**src/rtl/bubble_access_sequencer_if.sv**
```systemverilog
// Page-load handshake between the bubble access sequencer (master) and the
// SPI flash loader (slave).
interface bubble_access_sequencer_if;
    logic        LOAD_REQ;
    logic        LOAD_BOOT;
    logic [11:0] LOAD_PAGE;
    logic        LOAD_ACK;

    modport master (output LOAD_REQ, output LOAD_BOOT, output LOAD_PAGE, input LOAD_ACK);
    modport slave  (input LOAD_REQ, input LOAD_BOOT, input LOAD_PAGE, output LOAD_ACK);
endinterface

```
**src/rtl/bubble_access_sequencer.sv**
```systemverilog
// Tracks the bubble loop position, turns replicator strobes into flash page-load
// requests and opens the DOUT output window for each accessed page.
module bubble_access_sequencer #(
    parameter int unsigned POS_MAX   = 2052,
    parameter int unsigned OUT_DELAY = 16,
    parameter int unsigned OUT_LEN   = 512
) (
    input  logic                             MCLK,
    input  logic                             nRESET,
    input  logic                             nBSEN,
    input  logic                             nREPEN,
    input  logic                             nBOOTEN,
    input  logic                             SHIFT_TICK,
    bubble_access_sequencer_if.master        ldr,
    output logic                             OUT_EN,
    output logic [9:0]                       OUT_IDX,
    output logic [11:0]                      POSITION,
    output logic [1:0]                       ERR
);

    localparam int unsigned TCNT_MAX = OUT_DELAY + OUT_LEN;
    localparam int unsigned TW       = $clog2(TCNT_MAX + 1);
    localparam logic [TW-1:0] DLY      = TW'(OUT_DELAY);
    localparam logic [TW-1:0] TCNT_END = TW'(TCNT_MAX);

    typedef enum logic [1:0] {IDLE, SHIFT, LOAD, OUTPUT} state_t;

    logic          r_bsen_s1, r_bsen_s2;
    logic          r_rep_s1, r_rep_s2, r_rep_prev, r_rep_edge;
    logic          r_boot_s1, r_boot_s2;
    logic [11:0]   r_position;

    state_t        r_state, w_state_nxt;
    logic          r_req, w_req_nxt;
    logic          r_boot, w_boot_nxt;
    logic [11:0]   r_page, w_page_nxt;
    logic [TW-1:0] r_tcnt, w_tcnt_nxt, w_tcnt_inc;
    logic          r_abort, w_abort_nxt;
    logic          r_out_en, w_out_en_nxt;
    logic [9:0]    r_out_idx, w_out_idx_nxt;
    logic [1:0]    r_err, w_err_nxt;

    always_ff @(posedge MCLK or negedge nRESET) begin
        if (!nRESET) begin
            r_bsen_s1  <= 1'b1;
            r_bsen_s2  <= 1'b1;
            r_rep_s1   <= 1'b1;
            r_rep_s2   <= 1'b1;
            r_rep_prev <= 1'b1;
            r_rep_edge <= 1'b0;
            r_boot_s1  <= 1'b1;
            r_boot_s2  <= 1'b1;
        end else begin
            r_bsen_s1  <= nBSEN;
            r_bsen_s2  <= r_bsen_s1;
            r_rep_s1   <= nREPEN;
            r_rep_s2   <= r_rep_s1;
            r_rep_prev <= r_rep_s2;
            r_rep_edge <= r_rep_prev & ~r_rep_s2;
            r_boot_s1  <= nBOOTEN;
            r_boot_s2  <= r_boot_s1;
        end
    end

    always_ff @(posedge MCLK or negedge nRESET) begin
        if (!nRESET)
            r_position <= '0;
        else if (SHIFT_TICK && !r_bsen_s2)
            r_position <= (r_position == 12'(POS_MAX)) ? '0 : r_position + 12'd1;
    end

    // Ticks since the replicator edge; saturates so a very late ack cannot wrap it.
    assign w_tcnt_inc = (SHIFT_TICK && (r_tcnt < TCNT_END)) ? r_tcnt + TW'(1) : r_tcnt;

    always_ff @(posedge MCLK or negedge nRESET) begin
        if (!nRESET) begin
            r_state   <= IDLE;
            r_req     <= 1'b0;
            r_boot    <= 1'b0;
            r_page    <= '0;
            r_tcnt    <= '0;
            r_abort   <= 1'b0;
            r_out_en  <= 1'b0;
            r_out_idx <= '0;
            r_err     <= '0;
        end else begin
            r_state   <= w_state_nxt;
            r_req     <= w_req_nxt;
            r_boot    <= w_boot_nxt;
            r_page    <= w_page_nxt;
            r_tcnt    <= w_tcnt_nxt;
            r_abort   <= w_abort_nxt;
            r_out_en  <= w_out_en_nxt;
            r_out_idx <= w_out_idx_nxt;
            r_err     <= w_err_nxt;
        end
    end

    always_comb begin
        w_state_nxt = r_state;
        unique case (r_state)
            IDLE: if (!r_bsen_s2) w_state_nxt = SHIFT;
            SHIFT: begin
                if (r_bsen_s2)       w_state_nxt = IDLE;
                else if (r_rep_edge) w_state_nxt = LOAD;
            end
            LOAD: begin
                if (ldr.LOAD_ACK) begin
                    if (r_abort || r_bsen_s2)     w_state_nxt = IDLE;
                    else if (w_tcnt_inc >= TCNT_END) w_state_nxt = SHIFT;
                    else                          w_state_nxt = OUTPUT;
                end
            end
            OUTPUT: begin
                if (r_bsen_s2)                   w_state_nxt = IDLE;
                else if (w_tcnt_inc >= TCNT_END) w_state_nxt = SHIFT;
            end
            default: w_state_nxt = IDLE;
        endcase
    end

    // The window index is always derived from ticks since the edge, so a late
    // ack opens mid-window and still closes on the nominal tick.
    always_comb begin
        w_req_nxt     = r_req;
        w_boot_nxt    = r_boot;
        w_page_nxt    = r_page;
        w_tcnt_nxt    = r_tcnt;
        w_abort_nxt   = r_abort;
        w_out_en_nxt  = 1'b0;
        w_out_idx_nxt = r_out_idx;
        w_err_nxt     = r_err;
        unique case (r_state)
            SHIFT: begin
                if (!r_bsen_s2 && r_rep_edge) begin
                    w_req_nxt   = 1'b1;
                    w_page_nxt  = r_position;
                    w_boot_nxt  = ~r_boot_s2;
                    w_tcnt_nxt  = TW'(SHIFT_TICK);
                    w_abort_nxt = 1'b0;
                end
            end
            LOAD: begin
                w_tcnt_nxt = w_tcnt_inc;
                if (r_bsen_s2)  w_abort_nxt  = 1'b1;
                if (r_rep_edge) w_err_nxt[1] = 1'b1;
                if (ldr.LOAD_ACK) begin
                    w_req_nxt = 1'b0;
                    if (!(r_abort || r_bsen_s2) && (w_tcnt_inc >= DLY) && (w_tcnt_inc < TCNT_END)) begin
                        w_out_en_nxt  = 1'b1;
                        w_out_idx_nxt = 10'(w_tcnt_inc - DLY);
                    end
                end else if (w_tcnt_inc >= DLY) begin
                    w_err_nxt[0] = 1'b1;
                end
            end
            OUTPUT: begin
                w_tcnt_nxt = w_tcnt_inc;
                if (r_rep_edge) w_err_nxt[1] = 1'b1;
                if (!r_bsen_s2 && (w_tcnt_inc >= DLY) && (w_tcnt_inc < TCNT_END)) begin
                    w_out_en_nxt  = 1'b1;
                    w_out_idx_nxt = 10'(w_tcnt_inc - DLY);
                end
            end
            default: ;
        endcase
    end

    assign ldr.LOAD_REQ  = r_req;
    assign ldr.LOAD_BOOT = r_boot;
    assign ldr.LOAD_PAGE = r_page;
    assign OUT_EN        = r_out_en;
    assign OUT_IDX       = r_out_idx;
    assign POSITION      = r_position;
    assign ERR           = r_err;

endmodule

```
**src/flat_wrapper.sv**
```systemverilog
// flat-port wrapper written by rule: the top's interface ports become plain ports
module bubble_access_sequencer_flat 
#(
    parameter int unsigned POS_MAX   = 2052,
    parameter int unsigned OUT_DELAY = 16,
    parameter int unsigned OUT_LEN   = 512
)
  (MCLK, nRESET, nBSEN, nREPEN, nBOOTEN, SHIFT_TICK, OUT_EN, OUT_IDX, POSITION, ERR, ldr_LOAD_REQ, ldr_LOAD_BOOT, ldr_LOAD_PAGE, ldr_LOAD_ACK);
  bubble_access_sequencer_if ldr_i ();
  input  logic MCLK;
  input  logic nRESET;
  input  logic nBSEN;
  input  logic nREPEN;
  input  logic nBOOTEN;
  input  logic SHIFT_TICK;
  output logic OUT_EN;
  output logic [9:0] OUT_IDX;
  output logic [11:0] POSITION;
  output logic [1:0] ERR;
  output wire logic [$bits(ldr_i.LOAD_REQ)-1:0] ldr_LOAD_REQ;
  output wire logic [$bits(ldr_i.LOAD_BOOT)-1:0] ldr_LOAD_BOOT;
  output wire logic [$bits(ldr_i.LOAD_PAGE)-1:0] ldr_LOAD_PAGE;
  input wire logic [$bits(ldr_i.LOAD_ACK)-1:0] ldr_LOAD_ACK;
  assign ldr_LOAD_REQ = ldr_i.LOAD_REQ;
  assign ldr_LOAD_BOOT = ldr_i.LOAD_BOOT;
  assign ldr_LOAD_PAGE = ldr_i.LOAD_PAGE;
  assign ldr_i.LOAD_ACK = ldr_LOAD_ACK;
  bubble_access_sequencer #(.POS_MAX(POS_MAX), .OUT_DELAY(OUT_DELAY), .OUT_LEN(OUT_LEN)) u_core (.MCLK(MCLK), .nRESET(nRESET), .nBSEN(nBSEN), .nREPEN(nREPEN), .nBOOTEN(nBOOTEN), .SHIFT_TICK(SHIFT_TICK), .ldr(ldr_i), .OUT_EN(OUT_EN), .OUT_IDX(OUT_IDX), .POSITION(POSITION), .ERR(ERR));
endmodule
```
**config.mk**
```make
export PLATFORM = sky130hd
export DESIGN_NAME = bubble_access_sequencer_flat
export DESIGN_NICKNAME = d
export VERILOG_FILES = /design/src/rtl/bubble_access_sequencer_if.sv /design/src/rtl/bubble_access_sequencer.sv /design/src/flat_wrapper.sv
export SDC_FILE = /design/constraint.sdc
export NUM_CORES = 1
export LEC_CHECK = 0
export BUFFER_PORTS_ARGS = -buffer_cell sky130_fd_sc_hd__buf_2
export CORE_MARGIN = 3
export CORE_UTILIZATION = 59
export CTS_BUF_LIST = sky130_fd_sc_hd__clkbuf_4
export CTS_CLUSTER_SIZE = 20
export DETAILED_ROUTE_END_ITERATION = 6
export MAX_ROUTING_LAYER = met4
export PLACE_DENSITY_LB_ADDON = 0.12
export SLEW_MARGIN = 0
export SYNTH_ARGS = -nofsm -noshare
export SYNTH_HDL_FRONTEND = slang
export SYNTH_SLANG_ARGS = --single-unit
```
**constraint.sdc**
```tcl
create_clock -name MCLK -period 3.8 [get_ports MCLK]
set_clock_uncertainty 0.05 [all_clocks]
set_input_delay 0.57 -clock MCLK [delete_from_list [all_inputs] [get_ports MCLK]]
set_output_delay 0.57 -clock MCLK [all_outputs]
set_load 0.05 [all_outputs]
```
==> results by group, run 1 <==
Outcome
  • Run status: complete, no violations

Pwr
  • Clock network power share: 0.223
  • Switching component of the power: 978.3 uW
  • Register share of total power: 0.389
  • Cell internal power dissipation: ~1300 uW
  • Power per Cell Area: 648.4 nW/um^2
  • Highest ir drop seen on vdd: 0.0005124 V
  • Static Leak: between 0.0015 and 0.002 uW
  • Switching Share: 0.4344
  • Part of the total power dissipated in combinational logic: 0.388

STA
  • Worst Tran Pin Value: approximately 0.9 ns
  • Maximum clock rate: 0.3114 GHz
  • Setup_tns: 0 ns
  • Total setup violations reported at the end of the flow: 0
  • Tcrit/Tclk final: 0.8451
  • Fin crit period: ~3.2 ns
  • Pins over their slew limit: 0
  • Setup repair after global routing missed its margin: false
  • Headroom to the max-slew limit: 0.3997
  • Final hold violations: 0

Synthesis
  • Share of the synthesized area in the top cell type: 0.4285
  • Number of synthesis warnings: 0
  • Count leader, synth: sky130_fd_sc_hd__dfrtp_1
  • Number of distinct library cells after synthesis: 49
  • Flip-flop and latch count after synthesis: 60
  • Dominant cells by area after synthesis: sky130_fd_sc_hd__dfrtp_1 43%, sky130_fd_sc_hd__mux2_2 8.4%, sky130_fd_sc_hd__dfstp_2 5.9%, sky130_fd_sc_hd__ha_1 4.0%, sky130_fd_sc_hd__xnor2_1 3.7%
  • Share of flip-flops with an asynchronous set or reset after synthesis: 1.000
  • Most frequent cells after synthesis: 53 x sky130_fd_sc_hd__dfrtp_1, 25 x sky130_fd_sc_hd__nand2_1, 24 x sky130_fd_sc_hd__nor2_1
  • Mapped Cells: 286
  • Number of synthesized flops with an enable pin: 0
  • Number of nets in the synthesized netlist: slightly above 300
  • Synth area leader: sky130_fd_sc_hd__dfrtp_1
  • Cell area after technology mapping: around 3100 um^2
  • Post-synth top flop: sky130_fd_sc_hd__dfrtp_1
  • Syn_area_per_cell: 10.82 um^2
  • Share of synthesized area occupied by flip-flops and latches: 0.4879

Routing
  • Vias: 2320
  • First-pass iteration count of the detailed router: 5
  • Number of routed nets with antenna violations: 0
  • Routed Wire Length: approximately 6600 um
  • Detail-routed net length per standard cell: 16.53 um
  • DRC violation total after the first TritonRoute iteration: 257
  • Post-detailed-route DRC marker count: 0
  • Detail-routed via count per cell: 5.815

Floorplan
  • Std cell rows: 25
  • Num ports: 46
  • Full die area: a little over 6000 um^2
  • Initial cell density of the core: 0.6344
  • Die W: 78.44 um
  • Core ar.: about 4900 um^2
  • Die Height: a little under 80 um

Global route
  • Met1 layer usage reported by global route: 0.2949
  • Pin count of the biggest net entering global routing: 43
  • Most Crowded Layer GR: met2
  • Total routing usage reported by global routing: 0.2397
  • Global route total overflow: 0
  • Routing usage on met2: 0.3870
  • Number of antenna violations at the first check in global routing: 0
  • Global-route wire length before repair: 11100 um
  • Global-route met3 utilization: 0.05963
  • Via count of the first global-routing pass: 2289

Clocking
  • Clk Tree Root Cell: sky130_fd_sc_hd__clkbuf_4
  • PostCTS Resize Cnt: 0
  • Post-CTS Setup Repair Bufs: 0
  • TritonCTS clock tree: done
  • Sinks on the clock net: 60
  • Register clock-pin slew on the reported worst setup and hold paths: 0.10 ns
  • Cts hold-fix bufs: 0
  • Insertion delay of the later-clocked pin in the worst-skew pair: about 0.40 ns
  • Clock tree buffer depth: 2
  • Depth of the CTS H-tree: 3
  • Inserted Clock Buffers: 9

Critical path
  • Worst-case reg-to-reg path depth: 11
  • Cell-by-cell listing of the critical path: ha_1, and3_1, a221oi_1, nand2_1, inv_1, ha_1, nor3b_1, mux2i_1, o2111ai_4, o2111ai_4, mux2_2
  • Kind of start point of the critical path: register
  • Worst Path Required: just over 4 ns
  • Arrival time of the worst setup path: 3.45 ns
  • Slowest stage delay, CP: 0.49 ns
  • Highest net fanout along the worst path: 10
  • Crit-path slowest cell: sky130_fd_sc_hd__dfrtp_1
  • Category of the most critical setup path: register to register
  • Worst reg2reg startpoint: u_core.r_tcnt[0]
  • Flop2flop setup slack: 0.59 ns
  • Critical Path End Type: register
  • RR Endpoint: u_core.OUT_IDX[0]

Placement
  • Count of port buffers added during placement: 45
  • Half-perimeter wire length after detailed placement: around 4800 um
  • Last weighted congestion value of the routability-driven placer: 0.9197

Finish
  • Layout net count: around 340
  • P&R area growth vs syn: 12.21%
  • Share of the core filled with cells in the final layout: 0.7118
  • Layout cells sized above 1: 0.3072
  • Number of antenna diodes: 0

Hold path
  • Cell depth of the worst min-delay path: 1
  • Launch instance of the worst min-delay path: nBSEN
  • Hold EP: u_core.r_bsen_s1
  • Worst hold path type: input port to register

Flow run
  • Count of max-cap constraint violations: 0
## cells by family (layout without fill, tap and decap cells)
family                   after synthesis  after routing  synth area share
AND/OR/NAND/NOR                       91             91            0.1483
flip-flops                            60             60            0.4879
AO/OA/AOI/OAI                         53             53            0.1221
multiplexers                          26             26           0.09337
buffers and inverters                 24             70           0.03961
XOR/XNOR                              22             22           0.06831
adder cells (fa/ha/maj)               10             10           0.04042
## per-layer routing
metal	vias to the layer above	wire (um)
met1	1137	2865
met5	-	0
met3	14	330
met4	0	112
li1	1091	-
met2	78	3286
## state kept, by name, indices dropped and copies added (netlist names), 2 cells and up
name	flops
u_core.r_tcnt	10
u_core.ERR	2
u_core.ldr.LOAD_PAGE	12
u_core.POSITION	12
u_core.OUT_IDX	10
u_core.r_state	2
## worst max-delay path, delay by kind of cell, from the launching register on
| kind | cells | cell delay [ns] |
|---|---|---|
| adder cells (fa/ha/maj) | 2 | 0.48 |
| multiplexers | 2 | 0.51 |
| AND/OR/NAND/NOR | 3 | 0.66 |
| buffers and inverters | 1 | 0.11 |
| AO/OA/AOI/OAI | 3 | 0.81 |
| flip-flops | 1 | 0.49 |
## layout make-up
type	instances	area, um^2
clock inverters	6	78.83
repair buffers	46	232.7
clock buffers	10	75.07
well taps	67	83.83
inverters	8	30.03
flip-flops and latches	60	1510
fillers	370	1406
multi-input cells	202	1463
## worst max path at each step
stage / from / depth (start not counted) / end / slack [ns]
after floorplan: SHIFT_TICK / 11 / u_core.OUT_IDX[0] / 1.02
after global placement: u_core.r_tcnt[0] / 11 / u_core.OUT_IDX[1] / 0.78
after detailed placement: u_core.r_tcnt[0] / 11 / u_core.OUT_IDX[0] / 0.61
after CTS: u_core.r_tcnt[0] / 11 / u_core.OUT_IDX[0] / 0.58
after global routing: u_core.r_tcnt[0] / 11 / u_core.OUT_IDX[7] / 0.27
final: u_core.r_tcnt[0] / 11 / u_core.OUT_IDX[0] / 0.59
## placed cells by master (no fill, tap or decap), types with 3 or more instances in the layout
cell type | synthesis | layout
sky130_fd_sc_hd__inv_1 | 8 | 8
sky130_fd_sc_hd__nor2_1 | 24 | 24
sky130_fd_sc_hd__nand2_1 | 25 | 25
sky130_fd_sc_hd__nand2b_1 | 5 | 5
sky130_fd_sc_hd__clkbuf_4 | 0 | 10
sky130_fd_sc_hd__xor2_1 | 8 | 8
sky130_fd_sc_hd__ha_1 | 10 | 10
sky130_fd_sc_hd__nor3_1 | 3 | 3
sky130_fd_sc_hd__mux2_2 | 23 | 23
sky130_fd_sc_hd__buf_2 | 7 | 45
sky130_fd_sc_hd__and3_1 | 4 | 4
sky130_fd_sc_hd__clkinv_2 | 0 | 3
sky130_fd_sc_hd__a21oi_1 | 8 | 8
sky130_fd_sc_hd__a31oi_1 | 8 | 8
sky130_fd_sc_hd__mux2i_1 | 3 | 3
sky130_fd_sc_hd__o21ai_0 | 18 | 18
sky130_fd_sc_hd__nand4_1 | 5 | 5
sky130_fd_sc_hd__dfrtp_1 | 53 | 53
sky130_fd_sc_hd__nand3_1 | 6 | 6
sky130_fd_sc_hd__nor2b_1 | 3 | 3
sky130_fd_sc_hd__and2_1 | 4 | 4
sky130_fd_sc_hd__dfstp_2 | 7 | 7
sky130_fd_sc_hd__xnor2_1 | 13 | 13
sky130_fd_sc_hd__a31o_2 | 4 | 4
## stage by stage
| step | cells | power [uW] | hold WS [ns] | cell area (um^2) | worst slack, ns |
|---|---|---|---|---|---|
| after global routing | 399 | 2375 | 0.1839 | 3473 | 0.2686 |
| after CTS | 399 | 2257 | 0.1886 | 3473 | 0.5843 |
| after global placement | 383 | 1734 | 0.2957 | 3319 | 0.7840 |
| after floorplan | 286 | 1533 | 0.2244 | 3095 | 1.019 |
| after detailed placement | 383 | 1754 | 0.2972 | 3319 | 0.6110 |
| final | 399 | 2252 | 0.2062 | 3473 | 0.5888 |
## power by group through the flow
stage	clock network, uW	registers, uW	logic (uW)
floorplan	0	1180	356
global placement	0	883	851
detailed placement	0	884	870
CTS	510	875	873
global route	543	895	937
finish	502	876	874
(Power assumes the default switching activity.)
==> inputs of run 2 (changes only) <==
--- a/config.mk
+++ b/config.mk
@@ -5,9 +5,10 @@
 export SDC_FILE = /design/constraint.sdc
 export NUM_CORES = 1
 export LEC_CHECK = 0
+export ABC_AREA = 1
 export BUFFER_PORTS_ARGS = -buffer_cell sky130_fd_sc_hd__buf_2
 export CORE_MARGIN = 3
-export CORE_UTILIZATION = 59
+export CORE_UTILIZATION = 53
 export CTS_BUF_LIST = sky130_fd_sc_hd__clkbuf_4
 export CTS_CLUSTER_SIZE = 20
 export DETAILED_ROUTE_END_ITERATION = 6
==> constraint.sdc (replaced) <==
create_clock -name MCLK -period 2.9 [get_ports MCLK]
set_clock_uncertainty 0.05 [all_clocks]
set_input_delay 0.435 -clock MCLK [delete_from_list [all_inputs] [get_ports MCLK]]
set_output_delay 0.435 -clock MCLK [all_outputs]
set_load 0.05 [all_outputs]
==> run 2 against run 1 <==
  * Cell area is 4.3% higher
  * Non-clock buffer count rose by 6
  * Maximum frequency grew 22%
  * Sequential cell count unchanged
  * Core utilization is 6.6 points lower
  * Global-route usage is 1.9 points lower
  * Area after synthesis up 1.2%
  * Routed wire length grew 4.7%
  * Critical path type unchanged
  * Largest cell class unchanged
==> results by group, run 2 <==
Finish
  • P&R area growth vs syn: 15.61%
  • Layout cells sized above 1: 0.2274 (-0.07985)
  • Share of the core filled with cells in the final layout: 0.6459 (-0.06588)
  • Number of antenna diodes: 0 (unchanged)
  • Commonest cells after routing, fill and taps aside: 93 x sky130_fd_sc_hd__nand2_1, 53 x sky130_fd_sc_hd__dfrtp_1, 52 x sky130_fd_sc_hd__inv_1
  • Leading cell type in the layout, fill and taps excluded: sky130_fd_sc_hd__nand2_1
  • Layout net count: 443 (+29%)
  • Non-filler cells in the finished layout: 503 (+26%)

Critical path
  • Kind of start point of the critical path: register
  • Highest net fanout along the worst path: 11 (+1)
  • Worst reg2reg startpoint: u_core.r_tcnt[6]
  • Slowest stage delay, CP: 0.45 ns (-0.04 ns)
  • Cell-by-cell listing of the critical path: nor2_1, nand3_2, nand2_4, nand2_4, nor2_2, xor2_2, ha_1, nand3_1, nor3_2, nand3_1, nand2_1, nand2_4, nand3_4, nand2_1, nand2_1
  • Flop2flop setup slack: 0.28 ns (-0.31 ns)
  • RR Endpoint: u_core.OUT_IDX[3]
  • Critical Path End Type: register
  • Crit-path slowest cell: sky130_fd_sc_hd__dfrtp_1
  • Arrival time of the worst setup path: 2.93 ns (-0.52 ns)
  • Worst Path Required: 3.20 ns (-0.84 ns)
  • Worst-case reg-to-reg path depth: 15 (+4)
  • Category of the most critical setup path: register to register

Placement
  • Last weighted congestion value of the routability-driven placer: 0.8781 (-4.5%)
  • Worst slack at placement: 0.2157 ns (-0.3953 ns)
  • Cell count after placement: 485 (+27%)
  • Count of port buffers added during placement: 45 (unchanged)
  • Half-perimeter wire length after detailed placement: 5113 um (+5.5%)

Routing
  • Number of routed nets with antenna violations: 0 (unchanged)
  • Detail-routed via count per cell: 5.111 (-12%)
  • First-pass iteration count of the detailed router: 4 (-1)
  • DRC violation total after the first TritonRoute iteration: 195 (-24%)
  • Routed Wire Length: 6906 um (+4.7%)
  • Post-detailed-route DRC marker count: 0 (unchanged)
  • Vias: 2571 (+11%)
  • Detail-routed net length per standard cell: 13.73 um (-17%)

Synthesis
  • Count leader, synth: sky130_fd_sc_hd__nand2_1
  • Synth area leader: sky130_fd_sc_hd__dfrtp_1
  • Share of flip-flops with an asynchronous set or reset after synthesis: 1.000 (unchanged)
  • Flip-flop and latch count after synthesis: 60 (unchanged)
  • Share of the synthesized area in the top cell type: 0.4233 (-0.005133)
  • Cell area after technology mapping: 3133 um^2 (+1.2%)
  • Number of synthesis warnings: 0 (unchanged)
  • Post-synth top flop: sky130_fd_sc_hd__dfrtp_1
  • Number of distinct library cells after synthesis: 37 (-24%)
  • Most frequent cells after synthesis: 93 x sky130_fd_sc_hd__nand2_1, 53 x sky130_fd_sc_hd__dfrtp_1, 52 x sky130_fd_sc_hd__inv_1
  • Syn_area_per_cell: 8.468 um^2 (-22%)
  • Share of synthesized area occupied by flip-flops and latches: 0.4820 (-0.005845)
  • Number of nets in the synthesized netlist: 387 (+28%)
  • Dominant cells by area after synthesis: sky130_fd_sc_hd__dfrtp_1 42%, sky130_fd_sc_hd__nand2_1 11%, sky130_fd_sc_hd__inv_1 6.2%, sky130_fd_sc_hd__dfstp_2 5.9%, sky130_fd_sc_hd__ha_1 4.0%
  • Mapped Cells: 370 (+29%)
  • Number of synthesized flops with an enable pin: 0 (unchanged)

Floorplan
  • Die Height: 82.89 um (+5.7%)
  • Die W: 82.89 um (+5.7%)
  • Num ports: 46 (unchanged)
  • Full die area: 6870 um^2 (+12%)
  • Core ar.: 5608 um^2 (+15%)
  • Std cell rows: 27 (+8.0%)
  • Initial cell density of the core: 0.5587 (-0.07568)

STA
  • Tcrit/Tclk final: 0.9048 (+0.05975)
  • Post-route worst hold slack: 0.06284 ns (-0.1433 ns)
  • Total setup violations reported at the end of the flow: 0 (unchanged)
  • Pins over their slew limit: 0 (unchanged)
  • Setup_tns: 0 ns (unchanged)
  • Fin crit period: 2.624 ns (-0.5873 ns)
  • Setup repair after global routing missed its margin: false
  • Headroom to the max-slew limit: 0.5285 (+0.1288)
  • Final hold violations: 0 (unchanged)
  • Worst Tran Pin Value: 0.7047 ns (-0.1958 ns)
  • Maximum clock rate: 0.3811 GHz (+22%)
  • Final worst slack: 0.2761 ns (-0.3127 ns)

Global route
  • Global route total overflow: 0 (unchanged)
  • Global-route wire length before repair: 12010 um (+8.2%)
  • Number of antenna violations at the first check in global routing: 0 (unchanged)
  • Total routing usage reported by global routing: 0.2208 (-0.01891)
  • Pin count of the biggest net entering global routing: 27 (-37%)
  • Via count of the first global-routing pass: 2540 (+11%)

Hold path
  • Worst hold path type: input port to register
  • Cell depth of the worst min-delay path: 1 (unchanged)
  • Hold EP: u_core.r_boot_s1
  • Launch instance of the worst min-delay path: nBOOTEN

Clocking
  • Insertion delay of the later-clocked pin in the worst-skew pair: 0.42 ns (+0.02 ns)
  • TritonCTS clock tree: done
  • Depth of the CTS H-tree: 3 (unchanged)
  • Clk Tree Root Cell: sky130_fd_sc_hd__clkbuf_4
  • Register clock-pin slew on the reported worst setup and hold paths: 0.10 ns (about the same)
  • Inserted Clock Buffers: 9 (unchanged)
  • Sinks on the clock net: 60 (unchanged)
  • Clock tree buffer depth: 2 (unchanged)

Flow run
  • Count of max-cap constraint violations: 0 (unchanged)

Pwr
  • Power per Cell Area: 1024 nW/um^2 (+58%)
  • Static Leak: 0.001896 uW (+10%)
  • Highest ir drop seen on vdd: 0.0008635 V (+69%)

Outcome
  • Run status: complete, no violations
-- run 2: cell types whose count changed after synthesis, sizes merged, moves of 5 or more --
cell / previous run / this run
buf: 10 / 4
nand2b: 5 / 0
nor2: 24 / 35
nand3: 6 / 22
mux2: 23 / 0
inv: 8 / 53
nand2: 25 / 102
o22ai: 0 / 11
nand4: 5 / 14
a31oi: 8 / 0
xnor2: 14 / 0
-- run 2: layer usage --
metal / vias to the layer above / global-route usage / share of wire
li1: 1312 / - / -
met1: 1178 / 0.2829 / 0.44
met2: 73 / 0.3411 / 0.48
met3: 8 / 0.06052 / 0.060
met4: 0 / 0.07281 / 0.011
met5: - / - / 0
-- run 2: cell families after synthesis --
group | after synthesis | synth area share
compound gates | 44 | 0.08187
xor+xnor | 9 | 0.02756
fa+ha+maj | 10 | 0.03994
buf+inv | 60 | 0.07947
flops | 60 | 0.4820
simple gates | 187 | 0.2891
-- run 2: where the power goes --
part / internal, uW / switching, uW
combinational: 432 / 1350
clock: 345 / 325
sequential: 1090 / 167
-- run 2: worst max-delay path by stage --
stage | endpoint | from | slack [ns]
2_1_floorplan | u_core.OUT_IDX[4] | u_core.r_tcnt[6] | 0.52
6_report | u_core.OUT_IDX[3] | u_core.r_tcnt[6] | 0.28
3_3_place_gp | u_core.OUT_IDX[6] | u_core.r_tcnt[6] | 0.31
4_1_cts | u_core.OUT_IDX[5] | u_core.r_tcnt[6] | 0.20
3_5_place_dp | u_core.OUT_IDX[5] | u_core.r_tcnt[6] | 0.22
5_1_grt | u_core.OUT_IDX[0] | u_core.r_tcnt[6] | 0.02
-- run 2: through the flow --
step                power [uW]  instance area, um^2
detailed placement        3058                 3436
finish                    3708                 3622
global placement          3030                 3436
CTS                       3731                 3602
global route              3975                 3622
floorplan                 2641                 3133
-- run 2: layout make-up --
| type | count | area (um^2) |
|---|---|---|
| repair buffers | 52 | 280.3 |
| multi-input cells | 250 | 1386 |
| well taps | 72 | 90.09 |
| flip-flops and latches | 60 | 1510 |
| fillers | 507 | 1986 |
| clock inverters | 7 | 88.84 |
| clock buffers | 9 | 67.56 |
| inverters | 53 | 198.9 |
-- run 2: critical path, delay by kind of cell, from the launching register on --
family,cells,cell delay (ns)
DFF,1,0.45
adders and majority gates,1,0.27
xor gates and xnor gates,1,0.28
and+or+nand+nor,13,1.54
-- run 2: timing repair --
action / 4_1_cts / 5_1_grt
endpoints found under the setup margin: 0 / 10
setup buffers: 0 / 1
endpoints found under the hold margin: 15 / 0
hold buffers: 1 / 0
gates resized for setup: 0 / 2
==> inputs of run 3 (changes only) <==
--- a/config.mk
+++ b/config.mk
@@ -5,7 +5,7 @@
 export SDC_FILE = /design/constraint.sdc
 export NUM_CORES = 1
 export LEC_CHECK = 0
-export ABC_AREA = 1
+export ABC_CLOCK_PERIOD_IN_PS = 2900
 export BUFFER_PORTS_ARGS = -buffer_cell sky130_fd_sc_hd__buf_2
 export CORE_MARGIN = 3
 export CORE_UTILIZATION = 53
==> run 3 against run 2 <==
  * Final cell count decreased by 17%
  * Sequential share of layout area increased by 0.12 points
  * Worst setup slack got worse by 0.17 ns
  * First-iteration DRC count decreased by 19%
  * Via count decreased by 8.0%
  * Count of clock-buffer cells in the layout increased by 1
  * Global-route usage decreased by 0.075 points
  * Combinational power decreased by 34%
  * Clock power decreased by 14%
  * Sequential cell count unchanged
  * Highest routed layer unchanged
==> results by group, run 3 (synthesis results as in run 1) <==
Placement
  • Half-perimeter wire length after detailed placement: 4552 um (-11%)
  • Count of port buffers added during placement: 45 (unchanged)
  • Last weighted congestion value of the routability-driven placer: 0.9476 (+7.9%)
  • Post-place instance area: 3428 um^2 (-0.22%)
  • Worst slack at placement: 0.06125 ns (-0.1545 ns)

Critical path
  • Count of buffer and inverter cells on the critical path: 1 (+1)
  • Kind of start point of the critical path: register
  • Crit-path slowest cell: sky130_fd_sc_hd__dfrtp_1
  • Slowest stage delay, CP: 0.40 ns (-0.05 ns)
  • Critical Path End Type: register
  • Highest net fanout along the worst path: 5 (-6)
  • Cell-by-cell listing of the critical path: ha_1, and3_4, a2bb2oi_1, nand2_1, inv_1, ha_1, nor3b_2, mux2i_1, o2111ai_4, o2111ai_4, mux2_2
  • Arrival time of the worst setup path: 3.04 ns (+0.11 ns)
  • Worst Path Required: 3.14 ns (-0.06 ns)
  • Delay-heaviest family, CP: compound AO/OA/AOI/OAI gates
  • Category of the most critical setup path: register to register

Hold path
  • Worst hold path type: input port to asynchronous set/reset pin

Finish
  • Commonest cells after routing, fill and taps aside: 52 x sky130_fd_sc_hd__dfrtp_1, 45 x sky130_fd_sc_hd__buf_2, 25 x sky130_fd_sc_hd__nand2_1
  • P&R area growth vs syn: 16.77%
  • Fillcell total: 451 (-11%)
  • Layout net count: 358 (-19%)
  • Number of antenna diodes: 0 (unchanged)
  • Leading cell type in the layout, fill and taps excluded: sky130_fd_sc_hd__dfrtp_1
  • Final std cell area, no fill: 3615 um^2 (-0.21%)
  • Layout cells sized above 1: 0.3468 (+0.1194)
  • Share of the core filled with cells in the final layout: 0.6485 (+0.002568)

Routing
  • Detail-routed via count per cell: 5.658 (+11%)
  • Routed Wire Length: 6715 um (-2.8%)
  • Detail-routed net length per standard cell: 16.06 um (+17%)
  • Vias: 2365 (-8.0%)
  • First-pass iteration count of the detailed router: 4 (unchanged)
  • Post-detailed-route DRC marker count: 0 (unchanged)
  • DRC violation total after the first TritonRoute iteration: 157 (-19%)
  • Number of routed nets with antenna violations: 0 (unchanged)

Global route
  • Global-route wire length before repair: 10760 um (-10%)
  • Total routing usage reported by global routing: 0.2201 (-0.0007453)
  • Via count of the first global-routing pass: 2232 (-12%)
  • Pin count of the biggest net entering global routing: 33 (+22%)
  • Global route total overflow: 0 (unchanged)
  • Number of antenna violations at the first check in global routing: 0 (unchanged)

Pwr
  • Part of the total power dissipated in combinational logic: 0.410 (-0.071)
  • Cell internal power dissipation: 1601 uW (-14%)
  • Highest ir drop seen on vdd: 0.0007157 V (-17%)
  • Register share of total power: 0.390 (+0.051)
  • Power per Cell Area: 798.9 nW/um^2 (-22%)
  • Switching component of the power: 1287 uW (-30%)
  • Post-route total power: 2888 uW (-22%)
  • Switching Share: 0.4456 (-0.05105)
  • Clock network power share: 0.200 (+0.019)
  • Static Leak: 0.001784 uW (-5.9%)

Floorplan
  • Num ports: 46 (unchanged)
  • Initial cell density of the core: 0.5553 (-0.003348)
  • Die W: 82.43 um (-0.55%)
  • Core ar.: 5574 um^2 (-0.60%)
  • Std cell rows: 27 (unchanged)
  • Die Height: 82.43 um (-0.55%)
  • Full die area: 6794 um^2 (-1.1%)

Clocking
  • Clock tree buffer depth: 2 (unchanged)
  • Clk Tree Root Cell: sky130_fd_sc_hd__clkbuf_4
  • Insertion delay of the later-clocked pin in the worst-skew pair: 0.41 ns (about the same)
  • Inserted Clock Buffers: 9 (unchanged)
  • TritonCTS clock tree: done
  • Cts hold-fix bufs: 0 (-1)
  • Depth of the CTS H-tree: 3 (unchanged)
  • Register clock-pin slew on the reported worst setup and hold paths: 0.11 ns (about the same)
  • Sinks on the clock net: 60 (unchanged)

STA
  • Maximum clock rate: 0.3576 GHz (-6.2%)
  • Tcrit/Tclk final: 0.9644 (+0.05958)
  • Final hold violations: 0 (unchanged)
  • Headroom to the max-slew limit: 0.3542 (-0.1742)
  • Setup_tns: 0 ns (unchanged)
  • Worst Tran Pin Value: 0.9585 ns (+0.2538 ns)
  • Fin crit period: 2.797 ns (+0.1728 ns)
  • Total setup violations reported at the end of the flow: 0 (unchanged)
  • Final worst slack: 0.1033 ns (-0.1728 ns)
  • Pins over their slew limit: 0 (unchanged)

Flow run
  • Count of max-cap constraint violations: 0 (unchanged)

Outcome
  • Run status: complete, no violations
run 3: power by group through the flow:
| stage | clock (uW) | combinational, uW | sequential (uW) |
|---|---|---|---|
| 2_1_floorplan | 0 | 466 | 1540 |
| 3_3_place_gp | 0 | 1170 | 1140 |
| 3_5_place_dp | 0 | 1170 | 1140 |
| 4_1_cts | 591 | 1180 | 1130 |
| 5_1_grt | 637 | 1290 | 1150 |
| 6_report | 578 | 1180 | 1130 |
run 3: through the flow:
step	hold slack, ns	cells
floorplan	0.08941	286
global placement	0.2966	400
detailed placement	0.2979	400
CTS	0.03010	416
global route	0.03152	418
finish	0.003370	418
run 3: per-layer routing:
metal,part of all wire,global-route usage,vias up,wire length [um]
li1,-,-,1122,-
met1,0.45,0.2848,1147,3031
met2,0.47,0.3245,77,3127
met3,0.055,0.05315,19,366
met4,0.028,0.1063,0,188
met5,0,-,-,0
run 3: final timing paths:
path	from	end	slack (ns)	cells past startpoint
max in group asynchronous	nRESET	u_core.POSITION[7]	2.19	2
min reg2reg	u_core.r_rep_s1	u_core.r_rep_s2	0.31	0
min	nRESET	u_core.OUT_IDX[3]	0.003	1
min in group MCLK	nREPEN	u_core.r_rep_s1	0.07	1
max	u_core.r_tcnt[0]	u_core.OUT_IDX[7]	0.10	11
max reg2reg	u_core.r_tcnt[0]	u_core.OUT_IDX[7]	0.10	11
run 3: final cells by class:
type	count	area (um^2)	share of cell area
timing repair buffer	59	342.8	0.09484
clock buffer	10	75.07	0.02077
sequential	60	1511	0.4181
multi-input combinational	203	1509	0.4174
clock inverter	6	56.30	0.01558
tap	72	90.09	0.02492
inverter	8	30.03	0.008307
run 3: repair_timing:
item                                    CTS  global route
endpoints found under the setup margin    0            11
buffers inserted                          0             1
endpoints found under the hold margin     0             0
gates resized for setup                   0             6
run 3: worst register-to-register path, stage by stage, from the launching register on:
cell	delay [ns]
sky130_fd_sc_hd__dfrtp_1	0.40
sky130_fd_sc_hd__ha_1	0.22
sky130_fd_sc_hd__and3_4	0.20
sky130_fd_sc_hd__a2bb2oi_1	0.13
sky130_fd_sc_hd__nand2_1	0.08
sky130_fd_sc_hd__inv_1	0.05
sky130_fd_sc_hd__ha_1	0.20
sky130_fd_sc_hd__nor3b_2	0.15
sky130_fd_sc_hd__mux2i_1	0.22
sky130_fd_sc_hd__o2111ai_4	0.21
sky130_fd_sc_hd__o2111ai_4	0.40
sky130_fd_sc_hd__mux2_2	0.38
